File: src/rtl/regfile_sb.sv
// regfile_sb: multi-read-port register file with write-first bypass and an
// integrated per-register pending scoreboard. Every output is registered;
// read data and ready flags reflect the state after the current edge's
// writeback/issue activity, so hazard logic never sees a stale operand.
module regfile_sb #(
    parameter int DATA_W   = 32,
    parameter int ADDR_W   = 5,
    parameter int NRD      = 2,
    parameter int ZERO_REG = 1
) (
    input  logic                  Clk,
    input  logic                  Rst_n,
    input  logic                  WE,
    input  logic [ADDR_W-1:0]     Rw,
    input  logic [DATA_W-1:0]     busW,
    input  logic                  Iss,
    input  logic [ADDR_W-1:0]     Rd,
    input  logic [NRD*ADDR_W-1:0] Ra,
    output logic [NRD*DATA_W-1:0] busR,
    output logic [NRD-1:0]        Rdy,
    output logic [ADDR_W:0]       PendCnt
);

    localparam int DEPTH   = 1 << ADDR_W;
    localparam bit ZERO_EN = (ZERO_REG != 0);

    // Pending count of a scoreboard vector; ADDR_W+1 bits holds DEPTH exactly.
    function automatic logic [ADDR_W:0] popcount(input logic [DEPTH-1:0] v);
        logic [ADDR_W:0] c;
        c = '0;
        for (int i = 0; i < DEPTH; i++) begin
            c = c + {{ADDR_W{1'b0}}, v[i]};
        end
        return c;
    endfunction

    logic [DATA_W-1:0] regs [DEPTH];
    logic [DEPTH-1:0]  pend;
    logic [DEPTH-1:0]  pend_nxt;
    logic              wr_en;
    logic              iss_en;

    logic [ADDR_W-1:0] ra_port  [NRD];
    logic [DATA_W-1:0] rd_data_nxt [NRD];
    logic [NRD-1:0]    rdy_nxt;

    // Register 0 is hard-wired when ZERO_EN: it is never written and never
    // becomes pending, so both enables are masked for address 0.
    assign wr_en  = WE  && !(ZERO_EN && (Rw == '0));
    assign iss_en = Iss && !(ZERO_EN && (Rd == '0));

    genvar g;
    generate
        for (g = 0; g < NRD; g++) begin : g_port_addr
            assign ra_port[g] = Ra[g*ADDR_W +: ADDR_W];
        end
    endgenerate

    // Scoreboard next state: writeback clears first, then issue sets, so a
    // same-cycle issue to the written register leaves it pending (new producer).
    always_comb begin
        pend_nxt = pend;
        if (WE) begin
            pend_nxt[Rw] = 1'b0;
        end
        if (iss_en) begin
            pend_nxt[Rd] = 1'b1;
        end
    end

    // Per-port read selection: zero register, then writeback bypass, then array.
    always_comb begin
        rd_data_nxt = '{default: '0};
        rdy_nxt     = '1;
        for (int k = 0; k < NRD; k++) begin
            if (ZERO_EN && (ra_port[k] == '0)) begin
                rd_data_nxt[k] = '0;
                rdy_nxt[k]     = 1'b1;
            end else begin
                if (WE && (Rw == ra_port[k])) begin
                    rd_data_nxt[k] = busW;
                end else begin
                    rd_data_nxt[k] = regs[ra_port[k]];
                end
                rdy_nxt[k] = ~pend_nxt[ra_port[k]];
            end
        end
    end

    // Register array storage; cleared by reset, written on enabled writeback.
    always_ff @(posedge Clk or negedge Rst_n) begin
        if (!Rst_n) begin
            for (int i = 0; i < DEPTH; i++) begin
                regs[i] <= '0;
            end
        end else if (wr_en) begin
            regs[Rw] <= busW;
        end
    end

    // Scoreboard state and its registered population count.
    always_ff @(posedge Clk or negedge Rst_n) begin
        if (!Rst_n) begin
            pend    <= '0;
            PendCnt <= '0;
        end else begin
            pend    <= pend_nxt;
            PendCnt <= popcount(pend_nxt);
        end
    end

    // Registered read ports: data and ready flag for each port.
    always_ff @(posedge Clk or negedge Rst_n) begin
        if (!Rst_n) begin
            busR <= '0;
            Rdy  <= '1;
        end else begin
            for (int k = 0; k < NRD; k++) begin
                busR[k*DATA_W +: DATA_W] <= rd_data_nxt[k];
            end
            Rdy <= rdy_nxt;
        end
    end

endmodule

File: config.mk
export PLATFORM = sky130hd
export DESIGN_NAME = regfile_sb
export DESIGN_NICKNAME = d
export VERILOG_FILES = /design/src/rtl/regfile_sb.sv
export SDC_FILE = /design/constraint.sdc
export NUM_CORES = 2
export LEC_CHECK = 0
export CORE_AREA = 2 2 319 321
export DETAILED_ROUTE_END_ITERATION = 7
export DIE_AREA = 0 0 321 323
export MAX_ROUTING_LAYER = met4
export PLACE_DENSITY_LB_ADDON = 0.12
export SLEW_MARGIN = 30
export SYNTH_ARGS = -nofsm -noshare
export SYNTH_HDL_FRONTEND = slang
export SYNTH_SLANG_ARGS = --single-unit
File: constraint.sdc
create_clock -name Clk -period 6.2 [get_ports Clk]
set_clock_uncertainty 0.05 [all_clocks]
set_input_delay 1.86 -clock Clk [delete_from_list [all_inputs] [get_ports Clk]]
set_output_delay 1.86 -clock Clk [all_outputs]
set_load 0.005 [all_outputs]
Word level (Yosys, flattened, before mapping)
Index checks and enable logic that the tools add are counted.
Cells by class
  add/sub/neg operators: 31
  magnitude comparators: 10
  equality and inequality tests: 2
  multiplexer cells: 25
  bitwise logic cells: 8
  reduce and logical (&&, ||, !) cells: 13
Operator list (number)
  bitwise mux 1024 bit: 1
  two-way mux 32 bit: 11
  binary-select mux 32 bit (select 5 bit): 2
  demux 32 bit (select 5 bit): 1
  adder 6 x 1 -> 6 bit: 26
  bitwise AND 32 bit: 1
  NOT 32 bit: 1
  bitwise OR 32 bit: 1
  less-than comparator 5 x 6 -> 1 bit, second input constant: 4
  logical NOT 5 bit: 4
  greater-or-equal comparator 6 bit, second input constant: 3
  NOT 5 -> 6 bit: 3
  binary-select mux 1 bit (select 5 bit): 2
  demux 1 bit (select 5 bit): 2
  == test 5 bit: 2
  greater-or-equal comparator 5 x 1 -> 1 bit, second input constant: 2
  logical AND 1 bit: 7
  adder 5 x 1 -> 6 bit: 1
  less-than comparator 6 x 1 -> 1 bit, second input constant: 1
  two-way mux 1 bit: 6
  adder 4 x 1 -> 5 bit: 1
  adder 3 x 1 -> 4 bit: 1
  adder 2 x 1 -> 3 bit: 1
  adder 1 x 1 -> 2 bit: 1
  2 further kinds: 4
Word-level totals
  bits in registers: 1128
  input port bits: 56
  output and inout bits: 72
  word-level logic and storage cells: 125

Logic depth before layout (Yosys ltp)
  depth after elaboration: 40
  mapped depth: 20
  mapped depth without buffers: 18

Worst setup path before layout
No wires, ideal clock.
  path type: in2reg
  start point: in WE
  end point: reg PendCnt[4]
  setup time: 0.080 ns
  data arrival time: 7.114 ns
  required time: 6.070 ns
  setup slack: -1.044 ns
  stages: 18
  buffers on the path: 1
  cells stage by stage: clkbuf_1 -> nand2_1 -> nor4_1 -> nor2b_1 -> nand2b_1 -> fa_1 -> fa_1 -> fa_1 -> fa_1 -> inv_1 -> fa_1 -> fa_1 -> inv_1 -> ha_1 -> fa_1 -> a21o_1 -> a21oi_1 -> xnor2_1
Between the ends
  elaborated cells on any way between the ends: 34
  those cells by class: add/sub (31); mux (2); bitwise (1)
RTL lines
  start, declared: RTL line 13  | input logic WE,
  two-way mux 32 bit (*): RTL line 63  | if (WE) begin
  bitwise OR 32 bit (no line)
  two-way mux 32 bit (*): RTL line 66  | if (iss_en) begin
  via pend_nxt[7]: RTL line 39  | logic [DEPTH-1:0] pend_nxt;
  adder 6 x 1 -> 6 bit (*) (25 in series): RTL line 32  | c = c + {{ADDR_W{1'b0}}, v[i]};
  end signal, assigned: RTL line 108  | PendCnt <= popcount(pend_nxt);
  end, declared: RTL line 21  | output logic [ADDR_W:0] PendCnt
The timed path passes the listed nets; every way through them passes the cells marked *.
A chain may end at the register's enable or synchronous reset.

Worst setup path after layout
  start point: in Rw[3]
  end point: reg PendCnt[4]
Between the ends
  elaborated cells on any way between the ends: 41
  those cells by class: add/sub (31); order compare (2); mux (4); bitwise (3); reduce/logical (1)
RTL lines
  start, declared: RTL line 14  | input logic [ADDR_W-1:0] Rw,
  less-than comparator 5 x 6 -> 1 bit (implied by the code) / greater-or-equal comparator 5 x 1 -> 1 bit (equally long branches): RTL line 64  | pend_nxt[Rw] = 1'b0;
  logical AND 1 bit (implied by the code): RTL line 64
  two-way mux 1 bit (implied by the code): RTL line 64
  demux 1 bit (select 5 bit) (*): RTL line 64
  NOT 32 bit (no line) (*)
  bitwise AND 32 bit (no line) (*)
  two-way mux 32 bit (*): RTL line 63
  bitwise OR 32 bit (no line)
  two-way mux 32 bit (*): RTL line 66
  via pend_nxt[17]: RTL line 39
  adder 6 x 1 -> 6 bit (*) (15 in series): RTL line 32
Marked as above.

==> qor.yml <==
design_area_um2: 67000
critical_path.max_fanout: 3
design.core.area_um2: 101000
synth_sequential_area_ratio_pct: 47.4
hold_ws_ns: 0.346
setup.worst_path.start: "Rw[3]"
wl_per_cell_um: 33.6
place_area_um2: 62700
r2r_setup_slack_ns: 1.26
final_core_utilization_pct: 66.6
global_route_total_overflow: 0
yosys.cell_types.count: 55
path_class: "in2reg"
num-nets-final: 4117
failed_checks: "negative setup slack"
detail_route.wirelength_um: 183000
cellLeakagePower_nw: 29.3
synth_async_reset_ratio_pct: 100
detailedPlace.worstSlack_ns: -1.37
area.growth.synth_to_final_pct: 12.5
cp.arrival_ns: 6.90
number_of_h_tree_levels: 3
num_vias: 38400
final_number_of_max_transition_violations: 0
post_synth_instance_area_um2: 59600
initial_cell_density_of_the_core_pct: 59.2
worst_hold_path_type: "reg2reg"
syn-instance-count: 3996
post_drt_via_cell_ratio: 7.06
p_total_mw: 24.8
unrepaired_setup_endpoints_after_global_routing: "true"
ys.flop_type: "sky130_fd_sc_hd__dfrtp_1"
worst_ep_required_time_ns: 6.77
dieHeight_um: 323
tritoncts_num_sinks: 1128
num_io_pins: 128
cts_tree: "yes"
postSynthNetCount: 4083
port-buffer-count: 127
fmax_ghz: 0.158
timing_worst_slew_pin_value_ns: 1.08
postSynthRegisterBits: 1128
place.gp.congestion: 0.889
cts.reportedPaths.clkPinSlew_ns: 0.06
cts-buffers-inserted: 119
timing.max_slew.rel_slack_pct: 27.7
post-route-min-period_ns: 6.33
track_usage_pct: 37.2
hold_path_start: "regs[1000]"
cts_root_buf: "sky130_fd_sc_hd__clkbuf_16"
outcome: "finished with violations"
timing.final.crit_share_pct: 102
first_pass_grt_wire_length_um: 272000
worstSetupStartpointType: "input port"
setup_violations: 3
cp-end-kind: "flop"
synth-warning-count: 0
ant_nets: 0
first_iter_violations: 4082
timing.final.hold_violations: 0
clockBufferDepth: 3
post-route-worst-setup-slack_ns: -0.133
grt_pass1_vias: 40600
die_width_um: 321
drt_pre_antenna_iters: 6
ir_drop_v: 0.00140
r2r_start: "pend[17]"
detail_route.drc_violations: 0
synth_edf_count: 0
cap_viol_max_count: 0
rows: 117
synthesis.area_per_instance_um2: 14.9
clock_latency_ns: 0.72
power.density_cell_area_nw_per_um2: 370
grt_start_max_net_pins: 139
post_route_cells_drive_above_1_share_pct: 49.3
hpwlAfterDp_um: 101000
design.die.area_um2: 104000
antenna_found_initial: 9
## flip-flops by register name, summed over array words and instances (netlist names)
name / flops
PendCnt: 6
Rdy: 2
busR: 64
pend: 32
regs: 1024
## critical path, cell delays in order
cell and delay (ns):
sky130_fd_sc_hd__buf_6 0.11, sky130_fd_sc_hd__buf_6 0.12, sky130_fd_sc_hd__and4bb_2 0.32, sky130_fd_sc_hd__nand2_2 0.07
sky130_fd_sc_hd__a22o_1 0.22, sky130_fd_sc_hd__fa_1 0.52, sky130_fd_sc_hd__inv_2 0.04, sky130_fd_sc_hd__fa_1 0.52
sky130_fd_sc_hd__fa_1 0.55, sky130_fd_sc_hd__inv_2 0.05, sky130_fd_sc_hd__fa_2 0.56, sky130_fd_sc_hd__inv_2 0.04
sky130_fd_sc_hd__fa_2 0.41, sky130_fd_sc_hd__fa_1 0.51, sky130_fd_sc_hd__inv_2 0.05, sky130_fd_sc_hd__ha_4 0.16
sky130_fd_sc_hd__fa_2 0.33, sky130_fd_sc_hd__a21o_1 0.18, sky130_fd_sc_hd__a21oi_2 0.13, sky130_fd_sc_hd__xnor2_1 0.14
## path summary, 6_finish.rpt
path,end,cells past startpoint
max in group asynchronous,regs[860],3
min,regs[1000],0
min reg2reg,regs[1000],0
max reg2reg,PendCnt[4],16
min in group asynchronous,regs[616],1
max,PendCnt[4],20
## layout by cell type, fill, tap and decap left out, types with 72 or more instances in the layout
cell type                            n
sky130_fd_sc_hd__nand2_1           316
sky130_fd_sc_hd__clkbuf_16         121
sky130_fd_sc_hd__mux2i_1           107
sky130_fd_sc_hd__nor2_1             72
sky130_fd_sc_hd__mux2_2            872
sky130_fd_sc_hd__clkdlybuf4s50_1    72
sky130_fd_sc_hd__buf_4             185
sky130_fd_sc_hd__dfrtp_1          1126
sky130_fd_sc_hd__mux4_2            605
sky130_fd_sc_hd__a211oi_1          102
## cell families after synthesis
group,Yosys count,synth area share [%]
muxes,1614,41.7
DFF,1128,47.4
and+or+nand+nor,534,3.85
buffers and inverters,481,3.53
AOI/OAI and AO/OA,195,2.38
adders and majority gates,31,0.953
xor gates and xnor gates,13,0.191
## final cells by class
type                    count  area, um2
fillers                  7049      33700
multi-input cells        2387      29600
flip-flops and latches   1128      28200
clock buffers             178       3580
repair buffers            353       3290
clock inverters            43        479
diodes                      6       15.0
well taps                1309       1640
inverters                  41        154
## layer usage
metal / wire (um) / track usage, % / part of all wire, %
met5: 0 / - / 0
met4: 6940 / 13.7 / 3.8
met3: 15700 / 7.81 / 8.6
met2: 88600 / 57.6 / 48
met1: 71700 / 49.2 / 39
## per-stage QoR
stage / TNS [ns] / std cells
after CTS: -0.761 / 5429
after floorplan: -2.22 / 3996
after global placement: -6.46 / 5192
after detailed placement: -7.01 / 5196
final: -0.200 / 5445
after global routing: -0.755 / 5445
## cells in the mapped netlist (6+ instances only)
library cell               count  share of area [%]
sky130_fd_sc_hd__buf_4        31               0.39
sky130_fd_sc_hd__mux2i_1     107                1.8
sky130_fd_sc_hd__fa_1         24               0.81
sky130_fd_sc_hd__inv_1        41               0.26
sky130_fd_sc_hd__nor3_1       16               0.13
sky130_fd_sc_hd__nor2_1       90               0.57
sky130_fd_sc_hd__a21oi_1      22               0.18
sky130_fd_sc_hd__nand3_1      13               0.11
sky130_fd_sc_hd__buf_2       103               0.87
sky130_fd_sc_hd__o21ai_0      14               0.12
sky130_fd_sc_hd__nand2_1     333                2.1
sky130_fd_sc_hd__xor2_1        9               0.13
sky130_fd_sc_hd__dfrtp_1    1126                 47
sky130_fd_sc_hd__buf_1        48               0.30
sky130_fd_sc_hd__a211oi_1    102                1.3
sky130_fd_sc_hd__a22oi_1      14               0.18
sky130_fd_sc_hd__mux2_2      872                 16
sky130_fd_sc_hd__buf_6         7               0.13
sky130_fd_sc_hd__a22o_1        8               0.12
sky130_fd_sc_hd__mux2_1       30               0.57
sky130_fd_sc_hd__ha_1          7               0.15
sky130_fd_sc_hd__nor2b_1      38               0.40
sky130_fd_sc_hd__nand3b_1      6              0.076
sky130_fd_sc_hd__mux4_2      605                 23
sky130_fd_sc_hd__clkbuf_1    251                1.6
sky130_fd_sc_hd__nand2b_1      9              0.094
## what timing repair did
item,in CTS,in global routing
cloned,1,0
endpoints found under the setup margin,6,5
pin swaps,27,35
hold buffers,0,0
buffers inserted,11,7
resized for setup,57,28
## power by group
group	switching (mW)	leakage [nW]	internal (mW)
sequential	1.04	14.5	8.86
clock	3.03	2.01	4.34
combinational	3.17	12.8	4.37
Note: power is estimated with default switching activity, not from simulation.
